## src/rtl/divider_pkg.sv

```systemverilog
// Shared types and default sizing for the run-time clock divider controller.
package divider_pkg;

    localparam int CNT_W_DEF = 8;
    localparam logic [CNT_W_DEF-1:0] DIV_DEF = 8'd5;

    typedef enum logic [1:0] {
        STOP  = 2'd0,
        RUN   = 2'd1,
        DRAIN = 2'd2
    } state_t;

endpackage

```

## src/rtl/divider_core.sv

```systemverilog
// Counter and output toggle of the divided clock; half-period is div_q+1 sys_clock cycles.
module divider_core
    import divider_pkg::*;
#(
    parameter int               CNT_W       = CNT_W_DEF,
    parameter logic [CNT_W-1:0] DIV_DEFAULT = CNT_W'(DIV_DEF)
) (
    input  logic             sys_clock,
    input  logic             sys_rst_n,
    input  logic             run,
    input  logic             load,
    input  logic [CNT_W-1:0] load_div,
    output logic             clk_out,
    output logic             tick,
    output logic             fall_evt
);

    logic [CNT_W-1:0] cnt_q, cnt_d;
    logic [CNT_W-1:0] div_q, div_d;
    logic             clk_q, clk_d;
    logic             tick_q;
    logic             wrap;

    assign wrap     = (cnt_q == div_q);
    assign fall_evt = wrap && clk_q;

    // A load only ever lands on a falling toggle or in STOP, so forcing the
    // output low and restarting the count is always glitch-free.
    always_comb begin
        cnt_d = cnt_q;
        div_d = div_q;
        clk_d = clk_q;
        if (load) begin
            div_d = load_div;
            cnt_d = '0;
            clk_d = 1'b0;
        end else if (!run) begin
            cnt_d = '0;
            clk_d = 1'b0;
        end else if (wrap) begin
            cnt_d = '0;
            clk_d = !clk_q;
        end else begin
            cnt_d = cnt_q + 1'b1;
        end
    end

    always_ff @(posedge sys_clock or negedge sys_rst_n) begin
        if (!sys_rst_n) begin
            cnt_q  <= '0;
            div_q  <= DIV_DEFAULT;
            clk_q  <= 1'b0;
            tick_q <= 1'b0;
        end else begin
            cnt_q  <= cnt_d;
            div_q  <= div_d;
            clk_q  <= clk_d;
            tick_q <= (clk_d != clk_q);
        end
    end

    assign clk_out = clk_q;
    assign tick    = tick_q;

endmodule

```

## src/rtl/divider_ctrl.sv

```systemverilog
// Run/stop sequencing and glitch-free ratio hand-over for the counter-based clock divider.
module divider_ctrl
    import divider_pkg::*;
#(
    parameter int               CNT_W       = CNT_W_DEF,
    parameter logic [CNT_W-1:0] DIV_DEFAULT = CNT_W'(DIV_DEF)
) (
    input  logic             sys_clock,
    input  logic             sys_rst_n,
    input  logic             en,
    input  logic             cfg_valid,
    input  logic [CNT_W-1:0] cfg_div,
    output logic             cfg_ready,
    output logic             cfg_done,
    output logic             clk_out,
    output logic             clk_tick,
    output logic             busy
);

    state_t           state_q;
    logic             busy_q;
    logic             pend_q;
    logic             done_q;
    logic [CNT_W-1:0] pend_div_q;

    logic fall_evt;
    logic stop_now;
    logic run;
    logic accept;
    logic apply;

    // Stopping is only safe while the output is low or at the edge that takes it low.
    assign stop_now = (state_q != STOP) && !en && (!clk_out || fall_evt);
    assign run      = (state_q != STOP) && !stop_now;
    assign accept   = cfg_valid && !pend_q;
    assign apply    = pend_q && ((state_q == STOP) || fall_evt);

    always_ff @(posedge sys_clock or negedge sys_rst_n) begin
        if (!sys_rst_n) begin
            state_q <= STOP;
            busy_q  <= 1'b0;
        end else begin
            case (state_q)
                STOP: begin
                    if (en) begin
                        state_q <= RUN;
                        busy_q  <= 1'b1;
                    end
                end
                default: begin
                    if (stop_now) begin
                        state_q <= STOP;
                        busy_q  <= 1'b0;
                    end else if (en) begin
                        state_q <= RUN;
                    end else begin
                        state_q <= DRAIN;
                    end
                end
            endcase
        end
    end

    // Single-entry holding register; a ratio offered while one is pending is back-pressured.
    always_ff @(posedge sys_clock or negedge sys_rst_n) begin
        if (!sys_rst_n) begin
            pend_q     <= 1'b0;
            pend_div_q <= '0;
            done_q     <= 1'b0;
        end else begin
            if (accept) begin
                pend_q     <= 1'b1;
                pend_div_q <= cfg_div;
            end else if (apply) begin
                pend_q <= 1'b0;
            end
            done_q <= apply;
        end
    end

    divider_core #(
        .CNT_W       (CNT_W),
        .DIV_DEFAULT (DIV_DEFAULT)
    ) u_core (
        .sys_clock (sys_clock),
        .sys_rst_n (sys_rst_n),
        .run       (run),
        .load      (apply),
        .load_div  (pend_div_q),
        .clk_out   (clk_out),
        .tick      (clk_tick),
        .fall_evt  (fall_evt)
    );

    assign cfg_ready = !pend_q;
    assign cfg_done  = done_q;
    assign busy      = busy_q;

endmodule

```

## config.mk

```make
export PLATFORM = sky130hd
export DESIGN_NAME = divider_ctrl
export DESIGN_NICKNAME = d
export VERILOG_FILES = /design/src/rtl/divider_pkg.sv /design/src/rtl/divider_core.sv /design/src/rtl/divider_ctrl.sv
export SDC_FILE = /design/constraint.sdc
export NUM_CORES = 1
export LEC_CHECK = 0
export CAP_MARGIN = 10
export CORE_ASPECT_RATIO = 1.1
export CORE_MARGIN = 4
export CORE_UTILIZATION = 30
export CTS_CLUSTER_SIZE = 12
export DETAILED_ROUTE_END_ITERATION = 10
export PLACE_DENSITY = 0.54
export SYNTH_ARGS = -nofsm -noshare
export SYNTH_HDL_FRONTEND = slang
export SYNTH_HIERARCHICAL = 1
export SYNTH_SLANG_ARGS = --single-unit
```

## constraint.sdc

```tcl
create_clock -name sys_clock -period 6.41 [get_ports sys_clock]
set_input_delay 0.9615 -clock sys_clock [delete_from_list [all_inputs] [get_ports sys_clock]]
set_output_delay 0.9615 -clock sys_clock [all_outputs]
set_load 0.005 [all_outputs]
```

# == Word-level counts from Yosys, hierarchy flattened ==
# Index checks and enable logic that the tools add are counted.
# classes
addsub,1
n_eq_ne,3
muxes,15
n_reduce_logical,17
# op_table
cell,count
$mux 8,3
$add 8x1->8 const B,1
$eq 8x8->1,1
$mux 1,8
$mux 2,4
$logic_and 1x1->1,6
$reduce_bool 2->1,3
$logic_not 1->1,4
$logic_not 2->1,1
$logic_or 1x1->1,2
$ne 2x2->1 const B,1
$reduce_and 2->1,1
$ne 1x1->1,1
# word_totals
ff_bits,31
input_bits,12
out_inout_bits,5
word_cells,45

# == Longest topological paths before layout ==
# depth
ltp_word,9
mapped_depth,12
mapped_depth_nobuf,10

# == By module ==
# The synthesis kept the hierarchy.
# modules_own_cells
module,instances,cells_each,area_per_inst_um2
divider_core,1,70,898.4
divider_ctrl,1,36,524.3

# == Worst setup path before layout ==
# No wires, ideal clock.
# synth_path
kind,reg2reg
startpoint,register u_core.cnt_q[3]
endpoint,register u_core.tick_q (netlist: u_core/tick)
setup_time_ns,0.128
t_arrival_ns,2.217
t_required_ns,6.282
path_slack_ns,4.065
path_stages_with_launch,13
path_buffers,3
synth_period_minus_slack_ns,2.345
path_cell_list,dfrtp_1 -> buf_6 -> xor2_1 -> nor4_4 -> and2_1 -> ha_1 -> nor2_1 -> nor2_1 -> buf_2 -> nand2b_1 -> buf_2 -> nor2_1 -> xor2_1
# synth_rtl
item,line_no,source
"start, declared",divider_core.sv:18,"logic [CNT_W-1:0] cnt_q, cnt_d;"
"start signal, assigned",divider_core.sv:55,cnt_q <= cnt_d;
$eq 8x8->1,divider_core.sv:24,assign wrap = (cnt_q == div_q);
$logic_and 1x1->1,divider_core.sv:25,assign fall_evt = wrap && clk_q;
via fall_evt,divider_ctrl.sv:26,logic fall_evt;
$logic_or 1x1->1,divider_ctrl.sv:36,assign apply = pend_q && ((state_q == STOP) || fall_evt);
$logic_and 1x1->1,divider_ctrl.sv:36,
via apply,divider_ctrl.sv:30,logic apply;
$mux 1,divider_core.sv:33,if (load) begin
via u_core.clk_d,divider_core.sv:20,"logic clk_q, clk_d;"
$ne 1x1->1,divider_core.sv:58,tick_q <= (clk_d != clk_q);
"end signal, assigned",divider_core.sv:58,
"end, declared",divider_core.sv:21,logic tick_q;
# The timed path passes the listed nets, and every way through them passes these cells.
# A chain may end at the register's enable or synchronous reset.

# == Final worst setup path ==
# layout_path
startpoint,register u_core.cnt_q[4]
endpoint,register u_core.tick_q (netlist: u_core/tick)
# Same word-level chain as after synthesis.

==> impl_metrics.ini <==
[outcome]
status = finished, final reports clean

[die]
dieArea_sq_um = 5910
chipHeight_um = 80.2
io_pins = 17
design.core.area_sq_um = 4620
fp.dieW_um = 73.7
rows = 26
initial_utilization_pct = 30.8

[power_and_ir_drop]
power.density_nw_per_um2 = 318
power_mw = 0.549
ir_drop_uv = 179
leakage_nw = 0.736

[worst_hold_path]
worstHoldStart = pend_div_q[4]
holdPathEnd = pend_div_q[4]
hold_path_depth = 1
holdCritPathClass = flop to flop

[grt]
grt_remaining_overflow = 0
grt_max_degree = 32
grt_pass1_wl_um = 4020
grt_pass1_vias = 830
grt_use_total_pct = 9.17
antenna_found_initial = 0

[timing]
fmaxAchievable_ghz = 0.341
rsz0062_at_grt = no
slew_viol_final = 0
hold_violations = 0
fin_tns_setup_ns = 0
finalCritPeriodShare_pct = 45.8
worst_slack_ns = 3.47
min_period_ns = 2.94
worstMarginPinSlew_ns = 1.07
setup_violations = 0
slew_headroom_pct = 28.3
fin_skew_ns = 0.00615

[synthesis]
synthAdderAreaFrac_pct = 1.76
yosys_warnings = 6
synth-xor-area-share_pct = 7.39
syn_area_per_cell_sq_um = 13.4
muxShareOfSynthArea_pct = 14.8
syn_area_sq_um = 1420
synthSimpleGateAreaFrac_pct = 9.94
yosys_register_bits = 31
synth_compound_area_share_pct = 7.56
synth_top_family_by_area = multiplexers
synth_cells = 106
synth_nets = 120
synthDistinctLibCells = 28
ys_seq_area_share_pct = 54.7

[final_layout]
final_cells = 182
nFillCells = 458
n_antenna_cell = 0
layout_commonest_cell = dfrtp_1
mostFrequentLayoutCells = dfrtp_1, clkdlybuf4s50_1, xor2_1
drive_gt1_share_pct = 23.8
final_nets = 139
multi_input_area_sq_um = 589
regArea_sq_um = 778
syn_to_final_growth_pct = 21.2

[drt]
drt_iter0_drc = 25
drc = 0
post_drt_wl_per_cell_um = 12.8
num_vias = 842
dr.pass1.iters = 3
postRouteAntennaNets = 0
routed_via_density = 4.63
wirelength_um = 2330

[worst_setup_path]
reg2regPathDepth = 9
reg2reg_slack_ns = 3.47
crit_fanout = 10
crit_arrival_ns = 3.09
startpoint_type = flop
crit-reg2reg-capture = u_core/tick
crit_path_end_kind = flop
crit-reg2reg-launch = u_core/cnt_q[4]
cp_data_required_time_ns = 6.57
critical_path_class = flop to flop

[clock_tree]
postCtsSetupRepairBufs = 0
clock_path_buffers = 2
cts_hold_buf = 0
cts_tree = done
cts-buffers-inserted = 5
clk_pin_slew_worst_paths_ns = 0.06
ctsHtreeMaxLevel = 2
cts_root_buffer = clkbuf_8
cts_sinks = 31
clock_latency_ns = 0.28
cts_resized = 0

[job]
drv_cap = 0

[placement]
dp_slack_ns = 3.43
gp_congestion = 0.758
place.port_buffers = 16
dp_hpwl_um = 1740
dpl.cell_count = 174
[worst max-delay path, stage by stage, from the launching register on]
cell	delay, ns
dfrtp_1	0.44
xor2_1	0.19
nor4_4	0.51
and2_1	0.20
ha_1	0.18
nor2_1	0.07
nor2_1	0.55
nand2b_1	0.39
nor2_1	0.11
xor2_1	0.15
[cells in the mapped netlist, drive strengths merged]
| master | number | share of area [%] |
|---|---|---|
| inv | 5 | 1.3 |
| mux2 | 16 | 15 |
| or3 | 3 | 1.3 |
| o21ai | 5 | 1.8 |
| nand3 | 3 | 1.4 |
| ha | 2 | 1.8 |
| a211oi | 5 | 2.6 |
| a21o | 1 | 0.53 |
| nand2b | 1 | 0.44 |
| dfstp | 2 | 3.7 |
| nand4 | 1 | 0.44 |
| nor2b | 1 | 0.44 |
| and2 | 1 | 0.44 |
| nor4b | 1 | 0.62 |
| nand2 | 2 | 0.53 |
| a221oi | 3 | 2.3 |
| xnor2 | 1 | 0.62 |
| buf | 4 | 2.3 |
| nor2 | 5 | 1.3 |
| xor2 | 11 | 6.8 |
| a21oi | 1 | 0.35 |
| clkbuf | 1 | 0.26 |
| dfrtp | 29 | 51 |
| nor4 | 2 | 3.0 |
[final cells by class]
cell class | instances | area share, %
clock buffers | 8 | 5.81
inverters | 5 | 1.09
multi-input cells | 65 | 34.2
flip-flops and latches | 31 | 45.1
well taps | 56 | 4.06
repair buffers | 17 | 9.72
[routing by layer]
| metal | routed length (um) | vias to the layer above | track usage, % |
|---|---|---|---|
| met5 | 0 | - | 0 |
| met4 | 80 | 0 | 5.80 |
| met3 | 108 | 9 | 3.63 |
| met2 | 1110 | 16 | 13.2 |
| met1 | 1040 | 412 | 11.2 |
| li1 | - | 405 | - |
[through the flow]
step	instance area [sq um]	hold WS (ns)	utilization (%)
floorplan	1420	0.472	-
global placement	1620	0.496	35.2
detailed placement	1620	0.491	35.2
CTS	1720	0.512	37.3
global route	1720	0.518	37.3
finish	1720	0.510	37.3
[report_power, final]
| group | leakage, nW | internal (mW) | switching (mW) | total (mW) |
|---|---|---|---|---|
| sequential | 0.386 | 0.240 | 0.0255 | 0.265 |
| combinational | 0.298 | 0.0657 | 0.0509 | 0.117 |
| clock | 0.0515 | 0.0978 | 0.0693 | 0.167 |
| total | 0.736 | 0.403 | 0.146 | 0.549 |
[worst max path at each step]
| stage | from | to | cells past startpoint |
|---|---|---|---|
| finish | u_core/cnt_q[4] | u_core/tick | 9 |
| global route | u_core/cnt_q[6] | u_core/tick | 9 |
| CTS | u_core/cnt_q[6] | u_core/tick | 9 |
| detailed placement | u_core/cnt_q[6] | u_core/tick | 9 |
| global placement | u_core/cnt_q[6] | u_core/tick | 9 |
| floorplan | u_core/cnt_q[3] | u_core/tick | 12 |
[cells by family (layout without fill, tap and decap cells)]
logic type                 count (synthesis)  in the layout
and+or+nand+nor                           20             20
adders and majority gates                  2              2
DFF                                       31             31
AOI/OAI and AO/OA                         15             15
buffers and inverters                     10             30
muxes                                     16             16
xor gates and xnor gates                  12             12
[sequential cells by signal (all words and copies together) (netlist names)]
name            flops
busy                1
u_core/tick         1
u_core/cnt_q        8
state_q             2
u_core/clk_out      1
cfg_done            1
pend_q              1
u_core/div_q        8
pend_div_q          8
Note: power is estimated with default switching activity, not from simulation.
